### src/rtl/arith_pkg.sv
// Shared arithmetic-library constants: divider FSM encoding, default width,
// and the iteration counter sizing helper.
package arith_pkg;

    localparam int DEF_WIDTH = 4;

    localparam logic [1:0] ST_IDLE = 2'd0;
    localparam logic [1:0] ST_RUN  = 2'd1;
    localparam logic [1:0] ST_FIN  = 2'd2;

    function automatic int cnt_w(input int width);
        return $clog2(width + 1);
    endfunction

endpackage

### src/rtl/add_sub_w.sv
// Ripple-style adder/subtractor: cin=1 inverts b so that sum = a - b and
// cout=1 means no borrow.
module add_sub_w #(
    parameter int WIDTH = arith_pkg::DEF_WIDTH + 1
) (
    input  logic [WIDTH-1:0] a,
    input  logic [WIDTH-1:0] b,
    input  logic             cin,
    output logic [WIDTH-1:0] sum,
    output logic             cout
);

    logic [WIDTH-1:0] b_eff;

    always_comb begin
        b_eff       = b ^ {WIDTH{cin}};
        {cout, sum} = {1'b0, a} + {1'b0, b_eff} + {{WIDTH{1'b0}}, cin};
    end

endmodule

### src/rtl/seq_restoring_divider.sv
// Multi-cycle unsigned restoring divider, one quotient bit per clock, MSB
// first, built around a single shared trial subtractor.
module seq_restoring_divider
    import arith_pkg::*;
#(
    parameter int WIDTH = DEF_WIDTH
) (
    input  logic             clk,
    input  logic             rst,
    input  logic             start,
    input  logic [WIDTH-1:0] dividend,
    input  logic [WIDTH-1:0] divisor,
    output logic             busy,
    output logic             done,
    output logic [WIDTH-1:0] quotient,
    output logic [WIDTH-1:0] remainder,
    output logic             div_by_zero
);

    localparam int            CW   = cnt_w(WIDTH);
    localparam logic [CW-1:0] LAST = CW'(WIDTH - 1);

    logic [1:0]       state_q, state_d;
    logic [CW-1:0]    cnt_q, cnt_d;
    logic [WIDTH:0]   p_q, p_d;
    logic [WIDTH-1:0] q_q, q_d;
    logic [WIDTH-1:0] dvs_q, dvs_d;
    logic [WIDTH-1:0] quo_q, quo_d;
    logic [WIDTH-1:0] rem_q, rem_d;
    logic             dz_q, dz_d;

    logic [WIDTH:0]   trial;
    logic [WIDTH:0]   diff;
    logic             cout;
    logic             borrow;
    logic             accept;

    // The restored partial remainder is always < divisor, so its MSB is
    // never consumed by the next trial; it is kept only for full P width.
    logic             unused_p_msb;
    assign unused_p_msb = p_q[WIDTH];

    assign trial  = {p_q[WIDTH-1:0], q_q[WIDTH-1]};
    assign borrow = ~cout;

    add_sub_w #(.WIDTH(WIDTH + 1)) u_sub (
        .a    (trial),
        .b    ({1'b0, dvs_q}),
        .cin  (1'b1),
        .sum  (diff),
        .cout (cout)
    );

    always_comb begin
        state_d = state_q;
        cnt_d   = cnt_q;
        p_d     = p_q;
        q_d     = q_q;
        dvs_d   = dvs_q;
        quo_d   = quo_q;
        rem_d   = rem_q;
        dz_d    = dz_q;
        accept  = start && (state_q == ST_IDLE || state_q == ST_FIN);

        case (state_q)
            ST_RUN: begin
                p_d   = borrow ? trial : diff;
                q_d   = {q_q[WIDTH-2:0], ~borrow};
                cnt_d = cnt_q + 1'b1;
                if (cnt_q == LAST) begin
                    state_d = ST_FIN;
                    quo_d   = q_d;
                    rem_d   = p_d[WIDTH-1:0];
                    dz_d    = 1'b0;
                end
            end
            ST_FIN:  state_d = ST_IDLE;
            default: state_d = ST_IDLE;
        endcase

        // Back-to-back: a start seen in FIN is taken just like in IDLE.
        if (accept) begin
            cnt_d = '0;
            p_d   = '0;
            q_d   = dividend;
            dvs_d = divisor;
            if (divisor == '0) begin
                state_d = ST_FIN;
                quo_d   = '1;
                rem_d   = dividend;
                dz_d    = 1'b1;
            end else begin
                state_d = ST_RUN;
            end
        end
    end

    always_ff @(posedge clk) begin
        if (rst) begin
            state_q <= ST_IDLE;
            cnt_q   <= '0;
            p_q     <= '0;
            q_q     <= '0;
            dvs_q   <= '0;
            quo_q   <= '0;
            rem_q   <= '0;
            dz_q    <= 1'b0;
        end else begin
            state_q <= state_d;
            cnt_q   <= cnt_d;
            p_q     <= p_d;
            q_q     <= q_d;
            dvs_q   <= dvs_d;
            quo_q   <= quo_d;
            rem_q   <= rem_d;
            dz_q    <= dz_d;
        end
    end

    assign busy        = (state_q == ST_RUN);
    assign done        = (state_q == ST_FIN);
    assign quotient    = quo_q;
    assign remainder   = rem_q;
    assign div_by_zero = dz_q;

endmodule
### config.mk
export PLATFORM = sky130hd
export DESIGN_NAME = seq_restoring_divider
export DESIGN_NICKNAME = d
export VERILOG_FILES = /design/src/rtl/arith_pkg.sv /design/src/rtl/add_sub_w.sv /design/src/rtl/seq_restoring_divider.sv
export SDC_FILE = /design/constraint.sdc
export NUM_CORES = 1
export LEC_CHECK = 0
export CAP_MARGIN = 20
export CORE_ASPECT_RATIO = 1.4
export CORE_MARGIN = 2
export CORE_UTILIZATION = 47
export CTS_CLUSTER_DIAMETER = 200
export DETAILED_ROUTE_END_ITERATION = 10
export PLACE_DENSITY = 0.86
export SLEW_MARGIN = 40
export SYNTH_ARGS = -nofsm -noshare
export SYNTH_HDL_FRONTEND = slang
export SYNTH_HIERARCHICAL = 1
export SYNTH_SLANG_ARGS = --single-unit
### constraint.sdc
create_clock -name clk -period 2 [get_ports clk]
set_input_delay 0.2 -clock clk [delete_from_list [all_inputs] [get_ports clk]]
set_output_delay 0.2 -clock clk [all_outputs]
set_load 0.02 [all_outputs]
[Yosys cells after proc, flatten, opt, wreduce, memory -nomap -nowiden]
Cells that the tools add are included.
Cells by class
  add/subtract/negate cells: 3
  eq/ne operators: 4
  multiplexer cells: 19
  bitwise operators: 1
  reduce and logical (&&, ||, !) cells: 6
Operator list (number)
  $mux 4: 11
  $mux 2: 4
  $add 5x5->6: 1
  $add 6x1->6 const B: 1
  $not 4->5: 1
  $logic_not 4->1: 1
  $mux 1: 4
  $add 3x1->3 const B: 1
  $eq 3x2->1 const B: 1
  $ne 3x1->1 const B: 1
  $eq 2x1->1 const B: 1
  $eq 2x2->1 const B: 1
  $logic_not 2->1: 1
  $reduce_bool 2->1: 1
  $reduce_or 2->1: 1
  $logic_and 1x1->1: 1
  $logic_or 1x1->1: 1
Word-level totals
  flip-flop bits (word level): 26
  output and inout port bits: 11

[Longest topological paths before layout]
  depth after elaboration: 8
  depth in mapped cells: 9
  gate-level depth less buffers: 8

[Hierarchy]
Netlist, hierarchy kept.
By module, submodules not included
  seq_restoring_divider: instances 1, cells each 122, area each 1084.8 µm², seq. area each 520.5 µm²
  add_sub_w: instances 1, cells each 29, area each 240.2 µm², seq. area each 0.0 µm²

[Worst setup path after synthesis]
OpenSTA, ideal clock, no wires.
  path kind: reg-to-reg
  from: register dvs_q[2]
  to: register rem_q[3], in the netlist remainder[3]
  library setup time: 130 ps
  data arrival time: 1874 ps
  path slack: -4 ps
  cell stages (with the launch flop): 9
  clock period less this slack: 2004 ps
  path through: dfxtp_1 xor2_1 ha_1 nand2_1 or2_1 a31oi_1 mux2_2 mux2i_1 o22ai_1
On the way
  word-level cells in the longest chain between the ends: 8
RTL lines
  from (decl): RTL line seq_restoring_divider.sv:27  | logic [WIDTH-1:0] dvs_q, dvs_d;
  from (signal assigned): RTL line seq_restoring_divider.sv:113  | dvs_q <= dvs_d;
  $not 4->5 (no line) (*)
  $add 5x5->6 (*): RTL line add_sub_w.sv:17  | {cout, sum} = {1'b0, a} + {1'b0, b_eff} + {{WIDTH{1'b0}}, cin};
  $add 6x1->6 (*): RTL line add_sub_w.sv:17
  via cout: RTL line seq_restoring_divider.sv:34  | logic cout;
  $mux 4 (*): RTL line seq_restoring_divider.sv:67  | p_d = borrow ? trial : diff;
  $mux 4 (*): RTL line seq_restoring_divider.sv:70  | if (cnt_q == LAST) begin
  $mux 4 (*): RTL line seq_restoring_divider.sv:65  | case (state_q)
  $mux 4: RTL line seq_restoring_divider.sv:87  | if (divisor == '0) begin
  $mux 4 (*): RTL line seq_restoring_divider.sv:82  | if (accept) begin
  to (signal assigned): RTL line seq_restoring_divider.sv:115  | rem_q <= rem_d;
  to (decl): RTL line seq_restoring_divider.sv:29  | logic [WIDTH-1:0] rem_q, rem_d;
Mark *: on every way through the listed nets, which the timed path passes. The rest lies on a longest branch.
A chain may end at the register's enable or synchronous reset.

[Final worst setup path]
  from: register dvs_q[2]
  to: register rem_q[1], in the netlist remainder[1]
Same word-level chain as after synthesis.

==> flow_summary.json <==
{
  "cts_tree": "yes",
  "p_comb_share_pct": 26.3,
  "syn_inst": 148,
  "min_path_type": "input port to register",
  "grt_pass1_wl_mm": 4.81,
  "io_buffers": 21,
  "cap_violations": 0,
  "dpl_worst_slack_ns": -0.127,
  "grt_overflow": 0,
  "status": "finished with violations",
  "insertion_delay_ns": 0.33,
  "placed_cell_area_um2": 1570,
  "final-seq-area_um2": 527,
  "gp_congestion": 0.823,
  "grt_pass1_vias": 1097,
  "core_um2": 2640,
  "clock_path_buffers": 2,
  "yosys_warnings": 6,
  "seqPwrFrac_pct": 49.6,
  "p_switching_mw": 0.343,
  "place_hpwl_mm": 2.26,
  "antenna_found_initial": 0,
  "cp_slowest_stage_delay_ns": 0.40,
  "routedWlPerCell_um": 15.5,
  "die_x_um": 48.5,
  "worstSetupPathType": "register to register",
  "syn-cell-area_um2": 1300,
  "htreeDepth": 1,
  "slew_viol_final": 0,
  "hold_violations": 0,
  "leakagePower_nw": 0.728,
  "power.density_nw_per_um2": 671,
  "fin_hold_ws_ns": 0.433,
  "area_growth_pct": 30.9,
  "io_pins": 22,
  "num_vias": 1158,
  "failed_checks": "negative setup slack",
  "dr.pass1.iters": 4,
  "vias_per_cell": 5.49,
  "skew_ns": 0.00981,
  "final_layout_size_suffix_gt1_share_pct": 17.1,
  "setup_violations": 7,
  "final.setup.worst_slack_ns": -0.128,
  "fillCellCount": 222,
  "ir_worst_vdd_mv": 0.537,
  "switching_share_pct": 30.0,
  "fmax_ghz": 0.470,
  "worstPathArrival_ns": 2.34,
  "final_cells": 211,
  "power.share.clock_pct": 24.1,
  "worstSetupStartpointType": "register",
  "worst_path_max_delay_cell": "dfxtp_4",
  "final_area_um2": 1710,
  "clk_pin_slew_ns": 0.14,
  "internal-power_mw": 0.801,
  "layout_min_cycle_time_ns": 2.13,
  "nNetsFinal": 195,
  "rsz0062_at_grt": "true",
  "multi_input_area_um2": 790,
  "grt_util_all_layers_pct": 19.6,
  "cts_buffers": 3,
  "endpoint_kind": "register",
  "antenna_left": 0,
  "initial_utilization_pct": 49.3,
  "final_util_pct": 64.5,
  "grt_max_degree": 15,
  "cp.required_ns": 2.21,
  "die_area_um2": 3210,
  "die_h_um": 66.3,
  "worstPathCellList": "xor2_4 -> ha_4 -> nand2_2 -> or2_1 -> a31oi_4 -> mux2_4 -> mux2i_1 -> o22ai_1",
  "drtIter0Drc": 45,
  "num_antenna_cells": 0,
  "routed_wl_mm": 3.27,
  "root_buffer": "clkbuf_4",
  "cts_sinks": 26,
  "synth.net_count": 167,
  "syn_area_per_cell_um2": 8.80,
  "dp.cells": 204,
  "drc_errors": 0,
  "crit_path_max_fanout": 5,
  "post-route-period-util_pct": 106,
  "row_count": 22
}
==> registers in the layout, indices dropped and copies added, names as in the netlist <==
name,count
dvs_q,4
p_q,4
q_q,4
quotient,4
remainder,4
cnt_q,3
state_q,2
div_by_zero,1
==> layer usage <==
layer  GRT usage [%]  part of all wire, %
met4            11.4                  3.8
met5               0                    0
met1            20.6                   39
met3            1.36                  4.3
met2            38.2                   53
==> critical path, delay by kind of cell, from the launching register on <==
kind | cells | cell delay, ns
AO/OA/AOI/OAI | 2 | 0.41
multiplexers | 2 | 0.51
flip-flops | 1 | 0.40
AND/OR/NAND/NOR | 2 | 0.32
XOR/XNOR | 1 | 0.09
adder cells (fa/ha/maj) | 1 | 0.28
==> final timing paths <==
check,from,endpoint,slack (ns),cells after the start
min reg2reg,cnt_q[1]$_SDFFE_PP0P_,cnt_q[1]$_SDFFE_PP0P_,0.47,2
max reg2reg,dvs_q[2]$_SDFFE_PP0P_,remainder[1]$_SDFF_PP0_,-0.13,8
max,dvs_q[2]$_SDFFE_PP0P_,remainder[1]$_SDFF_PP0_,-0.13,8
min,divisor[2],dvs_q[2]$_SDFFE_PP0P_,0.43,3
==> cell type report <==
| class | instances | area share [%] |
|---|---|---|
| Sequential cell | 26 | 30.9 |
| Inverter | 6 | 1.32 |
| Timing Repair Buffer | 31 | 16.7 |
| Clock buffer | 4 | 2.13 |
| Tap cell | 36 | 2.64 |
| Multi-Input combinational cell | 108 | 46.3 |
==> power groups by stage <==
stage	clock (mW)	combinational [mW]	sequential [mW]
global placement	0	0.226	0.574
CTS	0.282	0.254	0.565
floorplan	0	0.156	0.574
finish	0.276	0.301	0.567
global route	0.295	0.321	0.570
detailed placement	0	0.239	0.576
==> cell usage in the layout, fill, tap and decap left out, types with 2 or more instances in the layout <==
master / n
ha_1: 6
a21oi_1: 14
mux2i_1: 9
nor2_1: 11
dfxtp_1: 23
nor2b_1: 2
a22oi_1: 4
mux2_4: 3
nand2_1: 17
xor2_1: 5
inv_1: 6
dfxtp_2: 2
nand3_1: 4
or2_1: 2
nor3_1: 4
clkbuf_4: 3
o22ai_1: 4
clkdlybuf4s50_1: 21
conb_1: 2
xnor2_1: 2
nand2b_1: 2
buf_4: 10
==> through the flow <==
step	setup TNS [ns]	power [mW]
floorplan	0	0.730
CTS	-0.219	1.10
finish	-0.377	1.14
global placement	-0.00622	0.800
detailed placement	-0.363	0.815
global route	-0.677	1.19
==> repair_timing <==
action	CTS	global route
setup buffers	1	2
pin swaps	1	6
endpoints found under the setup margin	8	8
endpoints found under the hold margin	0	0
hold buffers	0	0
gates resized for setup	5	12
Note: power is estimated with default switching activity, not from simulation.
